File: config.mk
export PLATFORM = sky130hd
export DESIGN_NAME = stmt_lowerer_seq_deser
export DESIGN_NICKNAME = d
export VERILOG_FILES = /design/src/rtl/stmt_lowerer_seq_deser.sv
export SDC_FILE = /design/constraint.sdc
export NUM_CORES = 1
export LEC_CHECK = 0
export BUFFER_PORTS_ARGS = -buffer_cell sky130_fd_sc_hd__buf_2
export CORE_ASPECT_RATIO = 1.25
export CORE_MARGIN = 2
export CORE_UTILIZATION = 45
export CTS_BUF_LIST = sky130_fd_sc_hd__clkbuf_4
export CTS_CLUSTER_DIAMETER = 40
export DETAILED_ROUTE_END_ITERATION = 8
export PLACE_DENSITY = 0.67
export SYNTH_ARGS = -nofsm -noshare
export SYNTH_HDL_FRONTEND = slang
export SYNTH_SLANG_ARGS = --single-unit
export TNS_END_PERCENT = 5
File: constraint.sdc
create_clock -name clk -period 4.92 [get_ports clk]
set_input_delay 0.738 -clock clk [delete_from_list [all_inputs] [get_ports clk]]
set_output_delay 0.738 -clock clk [all_outputs]
set_load 0.02 [all_outputs]
File: src/rtl/stmt_lowerer_seq_deser.sv
// Serial-to-parallel deserializer with trailing parity check.
// One-entry output hold buffer on a valid/ready handshake.
module stmt_lowerer_seq_deser #(
    parameter int WIDTH      = 8,
    parameter bit PARITY_ODD = 1'b0,
    parameter int CNT_W      = 8
) (
    input  logic             clk,
    input  logic             rst_n,
    input  logic             flush,
    input  logic             msb_first,
    input  logic             in_valid,
    input  logic             in_bit,
    output logic             in_ready,
    output logic             out_valid,
    input  logic             out_ready,
    output logic [WIDTH-1:0] out_data,
    output logic             out_err,
    output logic [CNT_W-1:0] frame_cnt,
    output logic [CNT_W-1:0] err_cnt
);

    localparam int IW = $clog2(WIDTH);
    localparam logic [IW-1:0] LAST = IW'(WIDTH - 1);

    typedef enum logic [1:0] {
        DATA,
        PARITY,
        FULL
    } state_t;

    state_t           state;
    state_t           state_nx;
    logic [IW-1:0]    idx;
    logic [WIDTH-1:0] shreg;
    logic             par;
    logic             ord;
    logic             beat;
    logic             msb_eff;
    logic [IW-1:0]    pos;
    logic             err_new;

    assign in_ready = rst_n && (state != FULL);
    assign beat     = in_valid && in_ready;
    // First beat of a frame uses the live order input, later beats the latch
    assign msb_eff  = (idx == '0) ? msb_first : ord;
    assign pos      = msb_eff ? (LAST - idx) : idx;
    assign err_new  = par ^ in_bit ^ PARITY_ODD;

    always_ff @(posedge clk) begin
        if (!rst_n) begin
            state <= DATA;
        end else begin
            state <= state_nx;
        end
    end

    always_comb begin
        state_nx = state;
        unique case (state)
            DATA: begin
                if (flush) begin
                    state_nx = DATA;
                end else if (beat && idx == LAST) begin
                    state_nx = PARITY;
                end
            end
            PARITY: begin
                if (flush) begin
                    state_nx = DATA;
                end else if (beat) begin
                    state_nx = FULL;
                end
            end
            FULL: begin
                if (out_ready) begin
                    state_nx = DATA;
                end
            end
            default: state_nx = DATA;
        endcase
    end

    always_ff @(posedge clk) begin
        if (!rst_n) begin
            idx       <= '0;
            shreg     <= '0;
            par       <= 1'b0;
            ord       <= 1'b0;
            out_data  <= '0;
            out_err   <= 1'b0;
            out_valid <= 1'b0;
            frame_cnt <= '0;
            err_cnt   <= '0;
        end else begin
            unique case (state)
                DATA: begin
                    if (flush) begin
                        idx   <= '0;
                        par   <= 1'b0;
                        shreg <= '0;
                    end else if (beat) begin
                        shreg[pos] <= in_bit;
                        par        <= par ^ in_bit;
                        if (idx == '0) begin
                            ord <= msb_first;
                        end
                        if (idx != LAST) begin
                            idx <= idx + IW'(1);
                        end
                    end
                end
                PARITY: begin
                    if (flush) begin
                        idx   <= '0;
                        par   <= 1'b0;
                        shreg <= '0;
                    end else if (beat) begin
                        out_data  <= shreg;
                        out_err   <= err_new;
                        out_valid <= 1'b1;
                        frame_cnt <= frame_cnt + CNT_W'(1);
                        if (err_new && err_cnt != '1) begin
                            err_cnt <= err_cnt + CNT_W'(1);
                        end
                        idx   <= '0;
                        par   <= 1'b0;
                        shreg <= '0;
                    end
                end
                FULL: begin
                    if (out_ready) begin
                        out_valid <= 1'b0;
                    end
                end
                default: ;
            endcase
        end
    end

endmodule

==> results of run 1 <==
-- metal layers --
| metal | vias to the layer above | track usage, % |
|---|---|---|
| met5 | - | 0 |
| met4 | 0 | 8.30 |
| met3 | 6 | 5.60 |
| met2 | 28 | 29.2 |
| met1 | 745 | 19.8 |
| li1 | 824 | - |
-- cell usage in the layout (no fill, tap or decap), types with 3 or more instances in the layout --
cell type | synthesis | routed
a21oi_1 | 20 | 20
a32o_1 | 8 | 8
and3_1 | 4 | 4
buf_2 | 1 | 33
clkbuf_4 | 0 | 5
dfxtp_1 | 41 | 41
ha_1 | 5 | 5
inv_1 | 6 | 6
mux2i_1 | 9 | 9
nand2_1 | 46 | 46
nand2b_1 | 5 | 5
nand3_1 | 8 | 8
nand4_1 | 4 | 4
nor2_1 | 18 | 18
nor3_1 | 3 | 3
o21ai_0 | 4 | 4
xnor2_1 | 4 | 4
xor2_1 | 4 | 4
-- per-stage QoR --
step | utilization [%] | power (W) | cell area (µm²) | hold slack [ps]
CTS | 52.5 | 0.000542 | 2120 | 465
global placement | 51.2 | 0.000385 | 2070 | 445
detailed placement | 51.2 | 0.000386 | 2070 | 447
global route | 52.5 | 0.000565 | 2120 | 485
finish | 52.5 | 0.000537 | 2120 | 464
floorplan | - | 0.000376 | 1870 | 432
-- power groups by stage --
stage          Sequential [W]  Clock, W  Combinational (W)
6_report             0.000337  0.000159          0.0000412
5_1_grt              0.000338  0.000181          0.0000466
4_1_cts              0.000337  0.000164          0.0000414
3_5_place_dp         0.000344         0          0.0000413
3_3_place_gp         0.000344         0          0.0000407
2_1_floorplan        0.000344         0          0.0000321
-- state kept, by name, summed over array words and instances (netlist names) --
signal	flops
out_valid	1
par	1
ord	1
shreg	8
idx	3
out_data	8
state	2
frame_cnt	8
err_cnt	8
out_err	1
-- kinds of logic (layout without fill, tap and decap cells) --
kind of cell,Yosys count,in the layout,share of synthesized area (%)
XOR/XNOR,8,8,3.74
adder cells (fa/ha/maj),5,5,3.34
AND/OR/NAND/NOR,100,100,26.2
flip-flops,41,41,43.8
multiplexers,9,9,4.81
AO/OA/AOI/OAI,41,41,14.7
buffers and inverters,12,46,3.41
-- worst register-to-register path: stages, from the launching register on --
cell     delay (ps)
dfxtp_1         420
inv_1           110
ha_1            230
and3b_1         220
a21oi_2         270
mux2i_1         420
nand2_1         100
a32o_1          260
-- area by class of cell --
class | instances | area (µm²) | area share, %
clock buffer | 5 | 37.5 | 1.77
inverter | 6 | 22.5 | 1.06
tap | 56 | 70.1 | 3.31
clock inverter | 2 | 11.3 | 0.532
timing repair buffer | 33 | 165 | 7.81
multi-input combinational | 163 | 988 | 46.7
sequential | 41 | 821 | 38.8
-- path summary, 6_finish.rpt --
path,from,end,slack [ps]
max,rst_n,in_ready,2320
min,out_data[3],out_data[3],460
max reg2reg,idx[0],shreg[7],2800
min reg2reg,out_data[3],out_data[3],460
==> flow_metrics.env, run 1 <==
export IMPL_maxCapViolations=0
export IMPL_r2r_cells=7
export IMPL_slowest_stage="inv_1"
export IMPL_clock_power_share_pct=29.6
export IMPL_hold_path_depth=2
export IMPL_place_congestion=0.767
export IMPL_ir_drop_mv=0.168
export IMPL_path_cells="buf_2, inv_1, a21oi_1, buf_2"
export IMPL_cp_required_ps=4180
export IMPL_cts_resized=0
export IMPL_wl_met3_um=132
export IMPL_synth_edf_count=0
export IMPL_die_x_um=61.7
export IMPL_synthToLayoutAreaGrowth_pct=13.0
export IMPL_fmax_mhz=385
export IMPL_post_cts_setup_buffers=0
export IMPL_crit_fanout=29
export IMPL_rsz0062_at_grt="no"
export IMPL_antenna_cells=0
export IMPL_leakage_nw=0.896
export IMPL_fin_setup_tns_ps=0
export IMPL_grt_pass1_vias=1452
export IMPL_wl_met2_mm=1.85
export IMPL_nets=262
export IMPL_die_area_um2=4700
export IMPL_synth_nets=228
export IMPL_clk_latency_ps=340
export IMPL_worstPathBufferInverterCount=3
export IMPL_antenna_found_initial=0
export IMPL_num_vias=1603
export IMPL_synth_top_cells_by_count="nand2_1 (46), dfxtp_1 (41), a21oi_1 (20)"
export IMPL_drc=0
export IMPL_ys_async_sr_fraction_pct=0
export IMPL_setup_viol=0
export IMPL_synth_top_cells_by_area="dfxtp_1 (44%), nand2_1 (9.2%), a21oi_1 (5.3%)"
export IMPL_syn_area_um2=1870
export IMPL_cts_sinks=41
export IMPL_switchingPower_w=0.000137
export IMPL_final_cells=306
export IMPL_synth_top_area_share_pct=43.8
export IMPL_wl_per_cell_um=12.5
export IMPL_overflow=0
export IMPL_h_tree_depth=2
export IMPL_cts_tree="yes"
export IMPL_synth_cells=216
export IMPL_yosysMostFrequentCell="nand2_1"
export IMPL_synth_top_cell_by_area="dfxtp_1"
export IMPL_synth_main_ff_cell="dfxtp_1"
export IMPL_cpMostUsedCell="buf_2"
export IMPL_core_area_um2=4030
export IMPL_maxSlewHeadroom_pct=38.0
export IMPL_fillCellCount=425
export IMPL_drt_iter0_markers=91
export IMPL_place_ws_ps=2310
export IMPL_finalCritPeriodShare_pct=52.9
export IMPL_clock_path_buffers=2
export IMPL_hold_buffers=0
export IMPL_die_h_um=76.1
export IMPL_routed_wirelength_mm=3.84
export IMPL_p_per_area_nw_per_um2=254
export IMPL_syn_area_per_cell_um2=8.67
export IMPL_root_buffer="clkbuf_4"
export IMPL_ys_ff_latch=41
export IMPL_portBuffers=33
export IMPL_drive_above_1_share_pct=18.8
export IMPL_m1WireLength_mm=1.78
export IMPL_setup_ws_ps=2320
export IMPL_combPwrFrac_pct=7.7
export IMPL_synth_cell_type_count=37
export IMPL_skew_ps=4.79
export IMPL_cp_depth=4
export IMPL_grt_util_all_layers_pct=17.7
export IMPL_clkTransAtPathRegs_ps=120
export IMPL_numCtsBuffers=5
export IMPL_max_stage_delay_ps=690
export IMPL_min_path_type="flop to flop"
export IMPL_rows=26
export IMPL_tightest_slew_ps=929
export IMPL_p_int_w=0.000400
export IMPL_hold_viol=0
export IMPL_status="finished, final reports clean"
export IMPL_start_kind="input port"
export IMPL_vias_per_cell=5.24
export IMPL_ios=34
export IMPL_end_kind="primary output"
export IMPL_drv_slew=0
export IMPL_min_period_ps=2600
export IMPL_synth_warnings=0
export IMPL_cp_arrival_ps=1860
export IMPL_drt_pre_antenna_iters=4
export IMPL_critPathTopFamily="buffers and inverters"
export IMPL_grt_max_degree=30
export IMPL_antenna_left=0
export IMPL_seqPwrFrac_pct=62.8
export IMPL_critical_path_class="input port to primary output"
export IMPL_placedCellCount=299
export IMPL_grt_pass1_wl_mm=6.29
export IMPL_dr_max_layer_used="met4"
export IMPL_start_util_pct=46.4
export IMPL_yosysSeqAreaShare_pct=43.8
export IMPL_switching_share_pct=25.6
export IMPL_dpl_hpwl_mm=2.75
(Power assumes the default switching activity.)
==> run 2: changes to the inputs <==
==> constraint.sdc (replaced) <==
create_clock -name clk -period 2.45 [get_ports clk]
set_input_delay 0.3675 -clock clk [delete_from_list [all_inputs] [get_ports clk]]
set_output_delay 0.3675 -clock clk [all_outputs]
set_load 0.02 [all_outputs]
==> flow_metrics.env, run 2 (synthesis results as in run 1) <==
export IMPL_status="finished, final reports clean"
export IMPL_grt_pass1_wl_mm=6.53
export IMPL_cp_required_ps=2710
export IMPL_portBuffers=33
export IMPL_globalRoute_busiestLayer="met2"
export IMPL_grt_max_degree=19
export IMPL_switchingPower_w=0.000282
export IMPL_min_path_type="input port to flop"
export IMPL_h_tree_depth=2
export IMPL_nets=263
export IMPL_drt_iter0_markers=84
export IMPL_cp_arrival_ps=2320
export IMPL_tightest_slew_ps=528
export IMPL_cts_tree="yes"
export IMPL_p_int_w=0.000924
export IMPL_antenna_left=0
export IMPL_finalCritPeriodShare_pct=84.1
export IMPL_hold_buffers=0
export IMPL_cts_resized=0
export IMPL_numCtsBuffers=5
export IMPL_use_met2_pct=28.5
export IMPL_setup_viol=0
export IMPL_maxCapViolations=0
export IMPL_post_cts_setup_buffers=0
export IMPL_place_congestion=0.809
export IMPL_switching_share_pct=23.4
export IMPL_root_buffer="clkbuf_4"
export IMPL_critical_path_class="flop to flop"
export IMPL_drt_pre_antenna_iters=4
export IMPL_start_kind="flop"
export IMPL_antenna_cells=0
export IMPL_ir_drop_mv=0.414
export IMPL_rsz0062_at_grt="no"
export IMPL_clock_power_share_pct=36.8
export IMPL_vias_per_cell=5.20
export IMPL_drv_slew=0
export IMPL_fmax_mhz=485
export IMPL_ios=34
export IMPL_grt_util_all_layers_pct=18.1
export IMPL_fin_setup_tns_ps=0
export IMPL_synthToLayoutAreaGrowth_pct=15.0
export IMPL_min_period_ps=2060
export IMPL_rows=26
export IMPL_die_area_um2=4700
export IMPL_hold_viol=0
export IMPL_met3_usage_pct=5.60
export IMPL_seqPwrFrac_pct=56.1
export IMPL_layout_commonest_cell="nand2_1"
export IMPL_wl_per_cell_um=12.5
export IMPL_antenna_found_initial=0
export IMPL_routed_wirelength_mm=3.85
export IMPL_leakage_nw=0.920
export IMPL_final_cell_mix="nand2_1 (46), dfxtp_1 (41), buf_2 (33), a21oi_1 (20), nor2_1 (18)"
export IMPL_overflow=0
export IMPL_combPwrFrac_pct=7.1
export IMPL_clock_path_buffers=2
export IMPL_cts_sinks=41
export IMPL_clk_latency_ps=350
export IMPL_grt_pass1_vias=1395
export IMPL_p_per_area_nw_per_um2=560
export IMPL_grt_use_met1_pct=23.6
export IMPL_die_x_um=61.7
export IMPL_clkTransAtPathRegs_ps=130
export IMPL_drive_above_1_share_pct=19.4
export IMPL_maxSlewHeadroom_pct=64.7
export IMPL_end_kind="flop"
export IMPL_drc=0
export IMPL_whs_ps=235
export IMPL_skew_ps=8.27
export IMPL_dpl_hpwl_mm=2.81
export IMPL_core_area_um2=4030
export IMPL_num_vias=1602
export IMPL_crit_fanout=5
export IMPL_fillCellCount=428
export IMPL_die_h_um=76.1
export IMPL_start_util_pct=46.4
==> run 2: changes by cell type in the layout (fill, tap and decap cells not counted), sizes merged <==
cell / previous run / this run
buf: 33 / 34
bufinv: 0 / 1
clkbuf: 5 / 6
clkinvlp: 1 / 0
==> run 2: power groups by stage <==
stage,Combinational (W),Sequential (W),Clock [W]
6_report,0.0000850,0.000677,0.000444
5_1_grt,0.0000970,0.000678,0.000484
4_1_cts,0.0000857,0.000677,0.000453
3_5_place_dp,0.0000855,0.000692,0
3_3_place_gp,0.0000845,0.000691,0
2_1_floorplan,0.0000646,0.000691,0
==> run 2: area by class of cell <==
class	count	area [µm²]	area share, %
clock buffer	6	45.0	2.09
clock inverter	2	33.8	1.57
inverter	6	22.5	1.05
multi-input combinational	163	988	45.9
sequential	41	821	38.1
tap	56	70.1	3.25
timing repair buffer	34	173	8.02
==> run 2: critical path, stage by stage (launching register included) <==
cell and delay [ps]:
dfxtp_1 410, inv_1 100, ha_1 230, and3b_1 220, a21oi_2 280, mux2i_1 380
nand2_1 90, a32o_1 260
==> run 2: worst paths after layout <==
check                           cells after the start   startpoint  slack (ps)           to
worst max-delay path                                7       idx[0]         390     shreg[7]
worst min-delay path                                2        flush         240     state[0]
worst max register to register                      7       idx[0]         390     shreg[7]
worst min register to register                      2  out_data[4]         460  out_data[4]
==> run 2: layer usage <==
| layer | part of all wire [%] | vias up | wire [µm] |
|---|---|---|---|
| li1 | - | 834 | - |
| met1 | 46 | 732 | 1790 |
| met2 | 48 | 31 | 1860 |
| met3 | 4.1 | 5 | 158 |
| met4 | 1.0 | 0 | 40 |
| met5 | 0 | - | 0 |
==> run 2: metrics by stage <==
| step | setup slack [ps] | area (µm²) | util (%) | total power, W | cells |
|---|---|---|---|---|---|
| after detailed placement | 394 | 2070 | 51.4 | 0.000777 | 300 |
| after global routing | 193 | 2150 | 53.4 | 0.00126 | 308 |
| after CTS | 389 | 2150 | 53.4 | 0.00121 | 308 |
| after global placement | 463 | 2070 | 51.4 | 0.000776 | 300 |
| final | 390 | 2150 | 53.4 | 0.00121 | 308 |
| after floorplan | 580 | 1870 | - | 0.000755 | 216 |
